`config.mk`:
```
export PLATFORM = sky130hd
export DESIGN_NAME = ysyx_23060201_ifu_fq
export DESIGN_NICKNAME = d
export VERILOG_FILES = /design/src/rtl/ysyx_23060201_ifu_fq.sv
export SDC_FILE = /design/constraint.sdc
export NUM_CORES = 1
export LEC_CHECK = 0
export BUFFER_PORTS_ARGS = -buffer_cell sky130_fd_sc_hd__buf_2
export CORE_ASPECT_RATIO = 1.75
export CORE_MARGIN = 1
export CORE_UTILIZATION = 58
export CTS_BUF_LIST = sky130_fd_sc_hd__clkbuf_8 sky130_fd_sc_hd__clkbuf_16
export DETAILED_ROUTE_END_ITERATION = 16
export GPL_ROUTABILITY_DRIVEN = 0
export PLACE_DENSITY = 0.82
export SLEW_MARGIN = 40
export SYNTH_ARGS = -nofsm -noshare
export SYNTH_HDL_FRONTEND = slang
export SYNTH_SLANG_ARGS = --single-unit
```
`constraint.sdc`:
```
create_clock -name clk -period 4 [get_ports clk]
set_input_delay 0.8 -clock clk [delete_from_list [all_inputs] [get_ports clk]]
set_output_delay 0.8 -clock clk [all_outputs]
set_load 0.01 [all_outputs]
```
`src/rtl/ysyx_23060201_ifu_fq.sv`:
```
// Instruction fetch unit: one-outstanding valid/ready memory port feeding an in-order fetch queue.
// Define IFU_ALIGN_CHK_EN to turn misaligned redirect targets into a queued fetch fault (HALT state).
module ysyx_23060201_ifu_fq #(
  parameter int                    ADDR_WIDTH = 32,
  parameter int                    DATA_WIDTH = 32,
  parameter int                    FQ_DEPTH   = 4,
  parameter logic [ADDR_WIDTH-1:0] RESET_PC   = 32'h8000_0000
) (
  input  logic                  clk,
  input  logic                  rst_n,
  input  logic                  redirect_valid,
  input  logic [ADDR_WIDTH-1:0] redirect_pc,
  output logic                  mem_req_valid,
  input  logic                  mem_req_ready,
  output logic [ADDR_WIDTH-1:0] mem_req_addr,
  input  logic                  mem_rsp_valid,
  input  logic [DATA_WIDTH-1:0] mem_rsp_data,
  output logic                  out_valid,
  input  logic                  out_ready,
  output logic [ADDR_WIDTH-1:0] out_pc,
  output logic [DATA_WIDTH-1:0] out_inst,
  output logic                  out_fault
);

  localparam int IDX_W = $clog2(FQ_DEPTH);
  localparam int PTR_W = IDX_W + 1;
  localparam logic [PTR_W-1:0] DEPTH_P = PTR_W'(FQ_DEPTH);

`ifdef IFU_ALIGN_CHK_EN
  typedef enum logic [1:0] {S_IDLE, S_REQ, S_WAIT, S_HALT} state_t;
`else
  typedef enum logic [1:0] {S_IDLE, S_REQ, S_WAIT} state_t;
`endif

  state_t                r_state;
  logic [ADDR_WIDTH-1:0] r_fpc;
  logic [ADDR_WIDTH-1:0] r_req_pc;
  logic [ADDR_WIDTH-1:0] r_rpc;
  logic                  r_drop;
  logic                  r_rpend;
  logic [PTR_W-1:0]      r_rd;
  logic [PTR_W-1:0]      r_wr;
  logic [ADDR_WIDTH-1:0] r_pc_q   [FQ_DEPTH];
  logic [DATA_WIDTH-1:0] r_inst_q [FQ_DEPTH];

  logic [PTR_W-1:0]      w_cnt;
  logic [PTR_W-1:0]      w_cnt_nxt;
  logic [IDX_W-1:0]      w_rd_idx;
  logic [IDX_W-1:0]      w_wr_idx;
  logic                  w_empty;
  logic                  w_full;
  logic                  w_pop;
  logic                  w_fire;
  logic                  w_rsp_push;
  logic                  w_halt_push;
  logic                  w_push;
  logic                  w_tgt_redir;
  logic [ADDR_WIDTH-1:0] w_rpc;
  logic [ADDR_WIDTH-1:0] w_tgt;
  logic [ADDR_WIDTH-1:0] w_push_pc;
  logic [DATA_WIDTH-1:0] w_push_inst;
  state_t                w_redir_st;
  state_t                w_fire_st;

  assign w_rd_idx  = r_rd[IDX_W-1:0];
  assign w_wr_idx  = r_wr[IDX_W-1:0];
  assign w_cnt     = r_wr - r_rd;
  assign w_empty   = (r_wr == r_rd);
  assign w_full    = (w_wr_idx == w_rd_idx) && (r_wr[IDX_W] != r_rd[IDX_W]);

  // While a stale response is still owed (drop set outside WAIT) no new request is issued,
  // which keeps the memory at one outstanding transaction.
  assign mem_req_valid = (r_state == S_REQ) && !r_drop;
  assign mem_req_addr  = r_fpc;
  assign w_fire        = mem_req_valid && mem_req_ready;

  assign out_valid  = !w_empty && !redirect_valid;
  assign w_pop      = out_valid && out_ready;
  assign w_rsp_push = (r_state == S_WAIT) && mem_rsp_valid && !r_drop && !redirect_valid;
  assign w_push     = w_rsp_push || w_halt_push;
  assign w_cnt_nxt  = w_cnt + PTR_W'(w_push) - PTR_W'(w_pop);

  assign w_tgt_redir = redirect_valid || r_rpend;
  assign w_tgt       = redirect_valid ? w_rpc : r_rpc;

  assign out_pc   = w_empty ? '0 : r_pc_q[w_rd_idx];
  assign out_inst = w_empty ? '0 : r_inst_q[w_rd_idx];

`ifdef IFU_ALIGN_CHK_EN
  logic r_hdone;
  logic r_flt_q [FQ_DEPTH];

  assign w_rpc       = redirect_pc;
  assign w_redir_st  = (|redirect_pc[1:0]) ? S_HALT : S_REQ;
  assign w_fire_st   = (|w_tgt[1:0]) ? S_HALT : S_WAIT;
  assign w_halt_push = (r_state == S_HALT) && !r_hdone && !w_full && !redirect_valid;
  assign w_push_pc   = w_halt_push ? r_fpc : r_req_pc;
  assign w_push_inst = w_halt_push ? '0 : mem_rsp_data;
  assign out_fault   = !w_empty && r_flt_q[w_rd_idx];

  always_ff @(posedge clk or negedge rst_n) begin
    if (!rst_n) begin
      r_hdone <= 1'b0;
    end else if (redirect_valid || (w_fire && w_tgt_redir)) begin
      r_hdone <= 1'b0;
    end else if (w_halt_push) begin
      r_hdone <= 1'b1;
    end
  end

  always_ff @(posedge clk) begin
    if (w_push) r_flt_q[w_wr_idx] <= w_halt_push;
  end
`else
  logic w_unused_lsb;

  assign w_unused_lsb = ^redirect_pc[1:0];
  assign w_rpc        = {redirect_pc[ADDR_WIDTH-1:2], 2'b00};
  assign w_redir_st   = S_REQ;
  assign w_fire_st    = S_WAIT;
  assign w_halt_push  = 1'b0;
  assign w_push_pc    = r_req_pc;
  assign w_push_inst  = mem_rsp_data;
  assign out_fault    = 1'b0;
`endif

  always_ff @(posedge clk or negedge rst_n) begin
    if (!rst_n) begin
      r_state <= S_REQ;
      r_fpc   <= RESET_PC;
      r_drop  <= 1'b0;
      r_rpend <= 1'b0;
      r_rd    <= '0;
      r_wr    <= '0;
    end else begin
      if (redirect_valid)  r_rd <= r_wr;
      else if (w_pop)      r_rd <= r_rd + PTR_W'(1);
      if (w_push)          r_wr <= r_wr + PTR_W'(1);
      if (mem_rsp_valid)   r_drop <= 1'b0;

      case (r_state)
        S_IDLE: begin
          if (redirect_valid) begin
            r_fpc   <= w_rpc;
            r_state <= w_redir_st;
          end else if (w_cnt < DEPTH_P) begin
            r_state <= S_REQ;
          end
        end
        S_REQ: begin
          if (w_fire) begin
            // A redirect seen while the request was held retires it as a stale fetch.
            r_rpend <= 1'b0;
            r_state <= w_tgt_redir ? w_fire_st : S_WAIT;
            r_fpc   <= w_tgt_redir ? w_tgt : r_fpc + ADDR_WIDTH'(4);
            if (w_tgt_redir) r_drop <= 1'b1;
          end else if (redirect_valid) begin
            if (mem_req_valid) begin
              r_rpend <= 1'b1;
            end else begin
              r_fpc   <= w_rpc;
              r_state <= w_redir_st;
            end
          end
        end
        S_WAIT: begin
          if (mem_rsp_valid) begin
            if (redirect_valid) begin
              r_fpc   <= w_rpc;
              r_state <= w_redir_st;
            end else begin
              r_state <= (w_cnt_nxt < DEPTH_P) ? S_REQ : S_IDLE;
            end
          end else if (redirect_valid) begin
            r_fpc  <= w_rpc;
            r_drop <= 1'b1;
            if (w_redir_st != S_REQ) r_state <= w_redir_st;
          end
        end
`ifdef IFU_ALIGN_CHK_EN
        S_HALT: begin
          if (redirect_valid) begin
            r_fpc   <= w_rpc;
            r_state <= w_redir_st;
          end
        end
`endif
        default: r_state <= S_REQ;
      endcase
    end
  end

  always_ff @(posedge clk) begin
    if (w_fire)         r_req_pc <= r_fpc;
    if (redirect_valid) r_rpc    <= w_rpc;
    if (w_push) begin
      r_pc_q[w_wr_idx]   <= w_push_pc;
      r_inst_q[w_wr_idx] <= w_push_inst;
    end
  end

endmodule

```
==> reports/results.txt <==
Run status: finished, final reports clean
Antenna Nets Post-Route: 0
Max VDD drop: 0.000649 V
Clock root buffer: clkbuf_16
Synthesized area per cell: 17.3 µm²
Critical Path RT: 3200 ps
Reg2Reg Capture Point: r_state[0]
Hold buffer count at CTS: 0
Core area: 24,600 µm²
Least-Margin Pin Slew: 892 ps
TNS Setup: 0 ps
Most frequent cells in the layout: edfxtp_1 (288), buf_2 (164), nor2b_1 (69), mux4_2 (64), dfrtp_1 (38)
Layout area overhead: 15.0%
Distinct cells, synth: 58
Yosys Warn Count: 0
P per Cell Area: 738 nW/µm²
Via count: 8,011
Kind of critical path: reg -> out
Worst rel slew slack: 40.0%
Post-Synthesis Net Count: 926
Global-route wire length before repair: 43.9 mm
Tcrit/Tclk final: 84.2%
Vias in the first global route: 8,286
Gr usage total: 22.6%
FF-to-FF Start: r_rd[1]
CP arrival: 2570 ps
Worst Path Buf+Inv: 3
Fmax: 0.297 GHz
Fillers: 1,649
Leakage: 6.05 nW
Die area: 25,800 µm²
CTS tree: yes
Crit-path cells: inv_1 -> ha_1 -> and3_2 -> buf_12 -> nor2b_1 -> buf_2
Top Ports: 169
Mapped Area: 14,600 µm²
Post-CTS sizing: 0
Share of cells above drive strength 1: 33.3%
Largest net degree at the start of global routing: 67
Crit. Startpoint: r_rd[1]
Clk sink count: 362
Sequential area share after synthesis: 70.9%
CTS clk-pin slew, worst paths: 70 ps
Syn Inst Count: 842
DIE WIDTH: 122 µm
Global route overflow: 0
Drt pass-1 iters: 7
Top cells by area, synth: edfxtp_1 (59%), mux4_2 (9.9%), dfrtp_1 (6.9%)
Remaining DRCs: 0
Critical Path Stages: 6
DRT iter0 DRCs: 529
Total Nets Final: 1,101
CP delay by family, top: flip-flops
Reg-to-reg slack, setup: 1080 ps
Clock Skews: 12.1 ps
Startpoint Class: flop
Num rows: 76
Crit. End Element: output pin
Worst Hold Class: in -> async
FF+latch count, synth: 362
Ys async rst share: 11.6%
Antenna violations before repair: 0
Final count of pins violating max slew: 0
Post-Layout Cell Count: 1,353
H-tree levels: 1
Crit path capture: out_pc[11]
Port bufs: 165
Worst path slowest cell: dfrtp_4
Post-synth top area share: 59.3%
Ant. Diodes: 0
Peak fanout along the critical path: 66
Cts bufs inserted: 31
Worst reg-to-reg path cell count: 12
Drt wl/cell: 20.9 µm
Vias/cell: 5.92
Clock tree buffer depth: 3
Post-DP HPWL: 17.6 mm
Total of max-cap violations: 0
Post-synth top area cell: edfxtp_1
WL final: 28.3 mm
Final Hold Fails: 0
Commonest non-fill, non-tap cell in the layout: edfxtp_1
Final setup viols: 0
Insertion delay to the later sink of the worst-skew pair: 560 ps
Fin crit period: 3370 ps
Post-CTS Setup Bufs: 0
Placed Cells: 1,296
Largest stage delay on the critical path: 740 ps
Post-synth EDFFs: 288
Ys flop type: edfxtp_1
Chip height: 212 µm
Unrepaired setup endpoints after global routing: false
Initial core utilization: 59.2%
-- logic make-up (layout without fill, tap and decap cells) --
logic type | count (synthesis) | in the layout | share of synthesized area (%)
buffers and inverters | 57 | 256 | 1.67
AND/OR/NAND/NOR | 176 | 176 | 6.76
adder cells (fa/ha/maj) | 14 | 14 | 1.25
other | 1 | 1 | 0.0257
XOR/XNOR | 27 | 27 | 1.73
AO/OA/AOI/OAI | 106 | 106 | 5.05
multiplexers | 99 | 99 | 12.6
flip-flops | 362 | 362 | 70.9
-- synthesized netlist by cell type, types with 7 or more instances --
cell,count
ha_1,13
edfxtp_1,288
xnor2_1,12
nand2_1,25
nand4_1,7
mux4_2,64
a21oi_1,20
nand3_1,13
nor3_1,7
o21ai_0,25
inv_1,14
nor2_1,29
mux2_2,33
dfxtp_1,32
dfrtp_1,40
xor2_1,14
buf_2,15
a221o_1,8
a222oi_1,10
clkbuf_1,22
nor2b_1,69
-- through the flow --
| step | hold slack, ps | setup WS [ps] | power (mW) | area, µm² | utilization [%] |
|---|---|---|---|---|---|
| CTS | 319 | 575 | 12.5 | 16800 | 68.0 |
| global route | 209 | 516 | 13.0 | 16800 | 68.1 |
| detailed placement | 463 | 1000 | 9.71 | 15800 | 64.2 |
| floorplan | 432 | 226 | 8.11 | 14600 | - |
| finish | 189 | 633 | 12.4 | 16800 | 68.1 |
| global placement | 453 | 1070 | 9.58 | 15800 | 64.2 |
-- sequential cells by signal, summed over array words and instances (netlist names) --
name,flops
r_rpend,1
r_state,2
r_inst_q,128
r_rd,3
r_rpc,32
r_req_pc,32
r_drop,1
r_pc_q,128
mem_req_addr,32
r_wr,3
-- worst reg2reg max path, cell delays in order, from the launching register on --
cell and delay, ps:
dfrtp_4 740, inv_1 100, ha_1 290, and3_2 200
nand2b_1 210, nor2_1 120, ha_1 150, inv_1 40
ha_1 260, a21oi_1 150, xor3_1 250, o21ai_0 170
a41oi_1 150
-- worst min-delay path by stage --
stage	start	end	slack (ps)
2_1_floorplan	r_rpc[0]	r_rpc[0]	430
3_3_place_gp	r_rpc[15]	r_rpc[15]	450
3_5_place_dp	r_rpc[15]	r_rpc[15]	460
4_1_cts	rst_n	mem_req_addr[8]	320
5_1_grt	rst_n	mem_req_addr[9]	210
6_report	rst_n	mem_req_addr[8]	190
-- power by group --
group          switching (mW)  internal, mW
Sequential              0.569          4.65
Clock                    1.30          1.48
Combinational            2.36          2.02
Total                    4.22          8.15
-- layout make-up --
type	instances	area, µm²	share of cell area [%]
Clock inverter	23	129	0.769
Timing Repair Buffer	184	1010	6.02
Clock buffer	34	817	4.87
Inverter	15	56.3	0.336
Tap cell	312	390	2.33
Multi-Input combinational cell	423	4010	23.9
Sequential cell	362	10300	61.8
-- per-layer routing --
metal | vias to the layer above | global-route usage, % | wire length (µm)
met2 | 267 | 41.2 | 15400
met5 | - | 0 | 0
met3 | 60 | 2.48 | 1260
li1 | 3632 | - | -
met4 | 0 | 8.34 | 807
met1 | 4052 | 27.2 | 10800
No activity file was read; power rests on OpenSTA's default activity.
